`config.mk`:
```
export PLATFORM = sky130hd
export DESIGN_NAME = rgmii_mac_tx
export DESIGN_NICKNAME = d
export VERILOG_FILES = /design/src/rtl/rgmii_mac_tx_pkg.sv /design/src/rtl/eth_crc32_byte.sv /design/src/rtl/rgmii_mac_tx.sv
export SDC_FILE = /design/constraint.sdc
export NUM_CORES = 1
export LEC_CHECK = 0
export CAP_MARGIN = 25
export CORE_UTILIZATION = 49
export CTS_CLUSTER_SIZE = 24
export DETAILED_ROUTE_END_ITERATION = 10
export PLACE_DENSITY_LB_ADDON = 0.05
export SLEW_MARGIN = 20
export SYNTH_ARGS = -nofsm -noshare
export SYNTH_HDL_FRONTEND = slang
export SYNTH_HIERARCHICAL = 1
export SYNTH_SLANG_ARGS = --single-unit
```
`constraint.sdc`:
```
create_clock -name clk -period 2.9 [get_ports clk]
set_input_delay 0.58 -clock clk [delete_from_list [all_inputs] [get_ports clk]]
set_output_delay 0.58 -clock clk [all_outputs]
set_load 0.1 [all_outputs]
```
`src/rtl/rgmii_mac_tx_pkg.sv`:
```
// Shared types and constants for the RGMII transmit MAC and its CRC engine.
package rgmii_mac_tx_pkg;

  typedef enum logic [2:0] {
    IDLE,
    PREAMBLE,
    PAYLOAD,
    PAD,
    FCS,
    DROP,
    IFG
  } tx_state_t;

  localparam logic [7:0]  ETH_PRE       = 8'h55;
  localparam logic [7:0]  ETH_SFD       = 8'hD5;
  localparam logic [31:0] CRC32_POLY    = 32'hEDB88320;
  // Register value left after running the CRC over a frame plus its own FCS.
  localparam logic [31:0] CRC32_RESIDUE = 32'hDEBB20E3;

endpackage

```
`src/rtl/eth_crc32_byte.sv`:
```
// Combinational byte-wide step of the reflected Ethernet CRC32 (LSB-first).
module eth_crc32_byte
  import rgmii_mac_tx_pkg::*;
(
  input  logic [31:0] crc_in,
  input  logic [7:0]  data,
  output logic [31:0] crc_out
);

  logic [31:0] c;

  always_comb begin
    c = crc_in ^ {24'h000000, data};
    for (int i = 0; i < 8; i++) begin
      c = c[0] ? ((c >> 1) ^ CRC32_POLY) : (c >> 1);
    end
    crc_out = c;
  end

endmodule

```
`src/rtl/rgmii_mac_tx.sv`:
```
// RGMII transmit MAC: preamble/SFD insertion, IFG enforcement and, when built
// with RGMII_TX_FCS_EN defined, zero padding and FCS generation.
module rgmii_mac_tx #(
  parameter int MIN_FRAME_LENGTH = 64,
  parameter int IFG_BYTES        = 12
) (
  input  logic       clk,
  input  logic       rst,
  input  logic [7:0] s_axis_tdata,
  input  logic       s_axis_tvalid,
  output logic       s_axis_tready,
  input  logic       s_axis_tlast,
  input  logic       s_axis_tuser,
  output logic [3:0] rgmii_txd_1,
  output logic [3:0] rgmii_txd_2,
  output logic       rgmii_tx_ctl_1,
  output logic       rgmii_tx_ctl_2,
  output logic       start_packet,
  output logic       error_underflow
);
  import rgmii_mac_tx_pkg::*;

  localparam logic [15:0] PRE_LAST = 16'd7;
  localparam logic [15:0] IFG_LAST = 16'((IFG_BYTES > 1) ? IFG_BYTES - 1 : 0);

  tx_state_t   state, state_n;
  logic [15:0] cnt, cnt_n, cnt_inc;
  logic [15:0] aux, aux_n;
  logic [7:0]  txd_n;
  logic        en_n, er_n, sp_n, uf_n;

  assign cnt_inc       = (cnt == 16'hFFFF) ? cnt : cnt + 16'd1;
  assign s_axis_tready = (state == PAYLOAD) || (state == DROP);

`ifdef RGMII_TX_FCS_EN
  localparam logic [15:0] PAD_LEN =
    16'((MIN_FRAME_LENGTH > 4) ? MIN_FRAME_LENGTH - 4 : 0);

  logic [31:0] crc, crc_n, crc_next, fcs;
  logic [7:0]  crc_data;

  // Pad bytes feed zeros into the CRC; only payload bytes come from the stream.
  assign crc_data = (state == PAYLOAD) ? s_axis_tdata : 8'h00;
  assign fcs      = ~crc;

  eth_crc32_byte u_crc (
    .crc_in  (crc),
    .data    (crc_data),
    .crc_out (crc_next)
  );

  always_ff @(posedge clk) begin
    if (rst) crc <= 32'hFFFFFFFF;
    else     crc <= crc_n;
  end
`else
  logic unused_min_frame_length;
  assign unused_min_frame_length = (MIN_FRAME_LENGTH > 0);
`endif

  always_ff @(posedge clk) begin
    if (rst) begin
      state           <= IDLE;
      cnt             <= 16'd0;
      aux             <= 16'd0;
      rgmii_txd_1     <= 4'h0;
      rgmii_txd_2     <= 4'h0;
      rgmii_tx_ctl_1  <= 1'b0;
      rgmii_tx_ctl_2  <= 1'b0;
      start_packet    <= 1'b0;
      error_underflow <= 1'b0;
    end else begin
      state           <= state_n;
      cnt             <= cnt_n;
      aux             <= aux_n;
      rgmii_txd_1     <= txd_n[3:0];
      rgmii_txd_2     <= txd_n[7:4];
      rgmii_tx_ctl_1  <= en_n;
      rgmii_tx_ctl_2  <= en_n ^ er_n;
      start_packet    <= sp_n;
      error_underflow <= uf_n;
    end
  end

  // aux counts preamble bytes, FCS byte index and IFG cycles depending on state.
  always_comb begin
    state_n = state;
    cnt_n   = cnt;
    aux_n   = aux;
    txd_n   = 8'h00;
    en_n    = 1'b0;
    er_n    = 1'b0;
    sp_n    = 1'b0;
    uf_n    = 1'b0;
`ifdef RGMII_TX_FCS_EN
    crc_n   = crc;
`endif
    case (state)
      IDLE: begin
        if (s_axis_tvalid) begin
          txd_n   = ETH_PRE;
          en_n    = 1'b1;
          sp_n    = 1'b1;
          aux_n   = 16'd1;
          state_n = PREAMBLE;
        end
      end
      PREAMBLE: begin
        en_n = 1'b1;
        if (aux < PRE_LAST) begin
          txd_n = ETH_PRE;
          aux_n = aux + 16'd1;
        end else begin
          txd_n   = ETH_SFD;
          cnt_n   = 16'd0;
`ifdef RGMII_TX_FCS_EN
          crc_n   = 32'hFFFFFFFF;
`endif
          state_n = PAYLOAD;
        end
      end
      PAYLOAD: begin
        en_n = 1'b1;
        if (s_axis_tvalid) begin
          txd_n = s_axis_tdata;
          cnt_n = cnt_inc;
`ifdef RGMII_TX_FCS_EN
          crc_n = crc_next;
`endif
          if (s_axis_tlast) begin
            aux_n = 16'd0;
            if (s_axis_tuser) begin
              er_n    = 1'b1;
              state_n = IFG;
            end else begin
`ifdef RGMII_TX_FCS_EN
              state_n = (cnt_inc < PAD_LEN) ? PAD : FCS;
`else
              state_n = IFG;
`endif
            end
          end
        end else begin
          // Source starved mid-frame: poison the symbol and flush the rest.
          er_n    = 1'b1;
          uf_n    = 1'b1;
          state_n = DROP;
        end
      end
      DROP: begin
        if (s_axis_tvalid && s_axis_tlast) begin
          aux_n   = 16'd0;
          state_n = IFG;
        end
      end
`ifdef RGMII_TX_FCS_EN
      PAD: begin
        en_n  = 1'b1;
        cnt_n = cnt_inc;
        crc_n = crc_next;
        if (cnt_inc >= PAD_LEN) begin
          aux_n   = 16'd0;
          state_n = FCS;
        end
      end
      FCS: begin
        en_n  = 1'b1;
        aux_n = aux + 16'd1;
        case (aux[1:0])
          2'd0:    txd_n = fcs[7:0];
          2'd1:    txd_n = fcs[15:8];
          2'd2:    txd_n = fcs[23:16];
          default: txd_n = fcs[31:24];
        endcase
        if (aux[1:0] == 2'd3) begin
          aux_n   = 16'd0;
          state_n = IFG;
        end
      end
`endif
      IFG: begin
        if (aux >= IFG_LAST) state_n = IDLE;
        else                 aux_n   = aux + 16'd1;
      end
      default: state_n = IDLE;
    endcase
  end

endmodule

```
==> results_dict.tcl, run 1 <==
set metrics [dict create \
    cts_hold_buf 0 \
    reg2reg_slack_ns 0.62 \
    start_kind "flop" \
    path_cells "nor2b_1 > a22o_1 > buf_4" \
    cts.htree.levels 2 \
    synth_ff_type "dfxtp_1" \
    die_area_sq_mm 0.00285 \
    cts_root_buf "clkbuf_4" \
    slew_viol_final 0 \
    syn_to_final_growth_pct 22.4 \
    cts_tree "done" \
    seqCellArea_sq_um 621 \
    synth.net_count 153 \
    routed_wl_microns 2470 \
    num_vias 1039 \
    muxShareOfSynthArea_pct 1.65 \
    route.detailed.drc 0 \
    synth_top_family_by_area "simple AND/OR/NAND/NOR gates" \
    synth-simple-area-share_pct 30.2 \
    worstSkewPairLatency_ns 0.33 \
    grt_max_degree 20 \
    max_freq_mhz 401 \
    cts_buffers 5 \
    skew_ns 0.0118 \
    syn-cell-area_sq_mm 0.00129 \
    antenna_found_initial 0 \
    crit_slowest_cell "dfxtp_1" \
    clk_pin_slew_ns 0.09 \
    p_leak_nw 0.656 \
    fill_cells 231 \
    synthXorXnorAreaFrac_pct 0 \
    fin_nets 178 \
    overflow 0 \
    p_per_area_mw_per_mm2 517 \
    cts_resized 0 \
    dr.pass1.iters 4 \
    grt_usage_pct 21.0 \
    crit_path_end_kind "output port" \
    netlist-cell-type-count 38 \
    die-height_microns 53.4 \
    timing.setup.tns_ns 0 \
    synth_edf_count 0 \
    synth_compound_area_share_pct 15.6 \
    cp_top_family "flip-flops" \
    ir_drop_mv 0.456 \
    synth-seq-cells 31 \
    crit_buf_inv 1 \
    seq_area_frac_synth_pct 48.0 \
    multi_input_area_sq_um 638 \
    slew_headroom_pct 60.0 \
    synthArstFlopShare_pct 0 \
    hpwl_microns 1740 \
    drive_gt1_share_pct 18.4 \
    critPathMaxStageDelay_ns 0.58 \
    drt_iter0_markers 16 \
    fin_hold_ws_ns 0.465 \
    die_x_microns 53.4 \
    antenna_left 0 \
    coreArea_sq_mm 0.00248 \
    n_antenna_cell 0 \
    drv_cap 0 \
    worstPathArrival_ns 1.91 \
    cts_setup_buffers 0 \
    clock-sinks 31 \
    outcome "complete, no violations" \
    clockBufferDepth 2 \
    core.rowCount 18 \
    fin_crit_sh_pct 86.0 \
    yosys_warnings 6 \
    grt_setup_unrepaired "false" \
    grt_pass1_vias 948 \
    wire_per_inst_microns 12.8 \
    gp_congestion 0.833 \
    grt_pass1_wl_microns 4110 \
    hold_violations 0 \
    synthAdderAreaFrac_pct 1.94 \
    tightest_slew_ns 0.594 \
    portBuffers 25 \
    crit_required_ns 2.32 \
    period_minus_slack_ns 2.49 \
    critical_path_class "reg -> out" \
    start_util_pct 52.2 \
    avgSynthCellArea_sq_um 9.37 \
    setup_viol 0 \
    viasPerCell 5.38 \
    cp_max_fo 15 \
    netlist_instances 138 \
    min_path_type "reg -> reg" \
    io_pins 26 \
]
==> layout make-up <==
class                      count  share of cell area, %
sequential                    31                   39.2
clock inverter                 1                  0.316
clock buffer                   6                   3.24
tap                           30                   2.37
multi-input combinational     98                   40.3
inverter                       1                  0.237
timing repair buffer          26                   14.2
==> worst reg2reg max path, delay by kind of cell (launching register included) <==
| family | cells | cell delay, ns |
|---|---|---|
| AOI/OAI and AO/OA | 2 | 0.38 |
| and+or+nand+nor | 3 | 1.52 |
| DFF | 1 | 0.32 |
==> per-layer routing <==
metal  up-vias  share of wire, %  global-route usage, %  routed length, microns
met4         0               2.9                   14.5                      71
met1       475                45                   25.0                    1110
li1        535                 -                      -                       -
met3         8               4.2                   6.03                     105
met5         -                 0                      0                       0
met2        21                48                   32.1                    1180
==> sequential cells by signal, summed over array words and instances, names as in the netlist <==
signal and flops:
aux 16, error_underflow 1, rgmii_tx_ctl_1 1, rgmii_tx_ctl_2 1
rgmii_txd_1 4, rgmii_txd_2 4, start_packet 1, state 3
==> report_power, final <==
group / switching (W) / internal (W) / leakage (nW)
Combinational: 0.0000825 / 0.0000407 / 0.370
Clock: 0.000139 / 0.000112 / 0.0341
Sequential: 0.00000827 / 0.000436 / 0.252
==> logic make-up after synthesis <==
logic type / after synthesis
adder cells (fa/ha/maj): 2
flip-flops: 31
AND/OR/NAND/NOR: 63
AO/OA/AOI/OAI: 31
buffers and inverters: 9
multiplexers: 2
==> layout by cell type, fill, tap and decap left out, types with 2 or more instances in the layout <==
| cell type | count |
|---|---|
| a21oi_1 | 12 |
| and3_1 | 2 |
| clkbuf_4 | 5 |
| nand2b_1 | 8 |
| o21ai_0 | 6 |
| clkdlybuf4s50_1 | 12 |
| nor2b_1 | 3 |
| dfxtp_1 | 31 |
| nor2_1 | 7 |
| nand2_1 | 9 |
| nor3_1 | 4 |
| o211ai_1 | 2 |
| buf_4 | 14 |
| o21a_1 | 3 |
| or4_1 | 2 |
| ha_1 | 2 |
| or4_4 | 2 |
| o31ai_1 | 2 |
| nand3_1 | 3 |
| and2_1 | 13 |
==> path summary, 6_finish.rpt <==
check,cells after the start,from,endpoint
worst max-delay path,3,state[0],s_axis_tready
worst min-delay path,1,aux[12],aux[12]
worst max register to register,5,aux[13],aux[0]
worst min register to register,1,aux[12],aux[12]
==> cells in the mapped netlist (all sizes together), types with 2 or more instances <==
cell type / n / area [sq um]
a21oi: 12 / 60.1
and2: 14 / 88.8
and3: 2 / 12.5
clkbuf: 7 / 26.3
dfxtp: 31 / 621
ha: 2 / 25.0
nand2: 9 / 33.8
nand2b: 8 / 50.1
nand3: 3 / 15.0
nor2: 7 / 26.3
nor2b: 4 / 32.5
nor3: 4 / 20.0
o211ai: 2 / 15.0
o21a: 3 / 22.5
o21ai: 6 / 30.0
o31ai: 2 / 15.0
or4: 4 / 37.5
==> metrics by stage <==
| stage | total power, W | setup slack, ns | cell area [sq um] | std cells | utilization [%] |
|---|---|---|---|---|---|
| final | 0.000818 | 0.406 | 1580 | 193 | 63.8 |
| after global routing | 0.000857 | 0.282 | 1580 | 193 | 63.8 |
| after CTS | 0.000829 | 0.386 | 1580 | 193 | 63.8 |
| after detailed placement | 0.000577 | 0.421 | 1530 | 186 | 61.6 |
| after global placement | 0.000575 | 0.482 | 1530 | 186 | 61.6 |
| after floorplan | 0.000541 | 0.811 | 1290 | 138 | - |
No activity file was read; power rests on OpenSTA's default activity.
==> inputs of run 2 (changes only) <==
- CELL_PAD_IN_SITES_DETAIL_PLACEMENT: not set -> 1
- CELL_PAD_IN_SITES_GLOBAL_PLACEMENT: not set -> 1
- CORE_UTILIZATION: 49 -> 37
- clock period: 2.9 -> 2.5 ns (I/O delays scaled with it)
==> run 2 against run 1 <==
  * Via count up 4.2%
  * Flip-flop and latch count unchanged
  * Sequential power up 15%
  * Sequential share of layout area down 2.0 points
  * Design area up 5.4%
  * Final cell count up 10%
  * Die area up 31%
  * Core utilization down 14 points
  * Clock skew down 0.0045 ns
  * First-iteration DRC count up 19%
  * Combinational power up 24%
  * Power up 31%
==> results_dict.tcl, run 2 (synthesized netlist as in run 1, its figures left out) <==
set metrics [dict create \
    antenna_left 0 \
    p_leak_nw 0.688 \
    route.detailed.drc 0 \
    critical_path_class "reg -> out" \
    cts_tree "done" \
    fin_nets 181 \
    worstSkewPairLatency_ns 0.34 \
    largest_reg_flops 16 \
    cp_max_fo 16 \
    slew_headroom_pct 61.4 \
    worstPathArrival_ns 1.79 \
    setup_viol 0 \
    skew_ns 0.00726 \
    wire_per_inst_microns 13.4 \
    period_minus_slack_ns 2.29 \
    dp.cells 205 \
    cts_setup_buffers 0 \
    seqCellArea_sq_um 621 \
    grt_pass1_wl_microns 4730 \
    seqPwrFrac_pct 47.6 \
    ir_drop_mv 0.286 \
    die-height_microns 61.1 \
    routed_wl_microns 2860 \
    grt_usage_pct 17.7 \
    drive_gt1_share_pct 20.4 \
    start_kind "flop" \
    n_antenna_cell 0 \
    outcome "complete, no violations" \
    drv_cap 0 \
    portBuffers 25 \
    cts_root_buf "clkbuf_4" \
    p_per_area_mw_per_mm2 645 \
    overflow 0 \
    largest_register "aux" \
    reg_top3 "aux x16, rgmii_txd_1 x4, rgmii_txd_2 x4" \
    cts_resized 0 \
    drt_iter0_markers 19 \
    coreArea_sq_mm 0.00334 \
    start_util_pct 38.7 \
    final_cell_mix "dfxtp_1 (31), buf_4 (16), and2_1 (13)" \
    fin_util_pct 49.9 \
    power_w 0.00107 \
    core.rowCount 21 \
    max_freq_mhz 436 \
    clock-sinks 31 \
    dr.pass1.iters 3 \
    cts_hold_buf 0 \
    power.share.clock_pct 38.3 \
    die_x_microns 61.1 \
    crit_path_end_kind "output port" \
    grt_pass1_vias 1044 \
    clockBufferDepth 2 \
    p_switching_w 0.000282 \
    stdcell_count 213 \
    num_vias 1083 \
    cts.htree.levels 2 \
    final_common_cell "dfxtp_1" \
    grt_max_degree 20 \
    cts_buffers 5 \
    crit_required_ns 2.00 \
    grt_setup_unrepaired "false" \
    p_sw_share_pct 26.2 \
    io_pins 26 \
    min_path_type "reg -> reg" \
    fin_crit_sh_pct 91.8 \
    internal-power_w 0.000793 \
    antenna_found_initial 0 \
    fill_cells 398 \
    multi_input_area_sq_um 638 \
    die_area_sq_mm 0.00373 \
    viasPerCell 5.08 \
    timing.setup.tns_ns 0 \
    combinationalPowerShare_pct 14.1 \
    gp_congestion 0.746 \
    hold_violations 0 \
    hpwl_microns 2090 \
    syn_to_final_growth_pct 28.9 \
    slew_viol_final 0 \
    tightest_slew_ns 0.578 \
    clk_pin_slew_ns 0.09 \
]
==> run 2: cell count changes in the layout (fill, tap and decap cells not counted) <==
cell | previous run | this run
buf_12 | 0 | 1
buf_4 | 14 | 16
bufinv_16 | 0 | 1
==> run 2: final timing paths <==
kind | start | endpoint | slack (ns) | cells after the start
setup / recovery | state[1] | s_axis_tready | 0.21 | 3
hold / removal | aux[14] | aux[14] | 0.47 | 1
setup reg to reg | aux[13] | aux[0] | 0.25 | 5
hold reg to reg | aux[14] | aux[14] | 0.47 | 1
==> run 2: stage by stage <==
step / setup slack [ns] / cell area [sq um] / hold WS, ns
floorplan: 0.411 / 1290 / 0.431
global route: 0.0744 / 1670 / 0.488
CTS: 0.196 / 1670 / 0.479
detailed placement: 0.113 / 1580 / 0.452
global placement: 0.191 / 1580 / 0.445
finish: 0.206 / 1670 / 0.469
==> run 2: area by class of cell <==
type | instances | share of cell area [%]
timing repair buffer | 29 | 15.6
inverter | 1 | 0.225
sequential | 31 | 37.2
multi-input combinational | 98 | 38.3
clock inverter | 2 | 2.10
clock buffer | 6 | 3.08
tap | 46 | 3.45
==> run 2: critical path, cell delays in order (launching register included) <==
cell,delay (ns)
dfxtp_1,0.49
nor2b_1,0.46
a22o_1,0.31
buf_12,0.20
==> run 2: power groups by stage <==
stage	clock network (W)	logic (W)	registers, W
after floorplan	0	0.0000464	0.000582
after global placement	0	0.000152	0.000522
after detailed placement	0	0.000153	0.000523
after CTS	0.000429	0.000154	0.000511
after global routing	0.000445	0.000164	0.000513
final	0.000411	0.000152	0.000511
==> run 2: layer usage <==
layer | global-route usage [%] | part of all wire [%]
met1 | 20.4 | 42
met2 | 29.8 | 50
met3 | 5.88 | 5.4
met4 | 7.79 | 2.1
met5 | 0 | 0
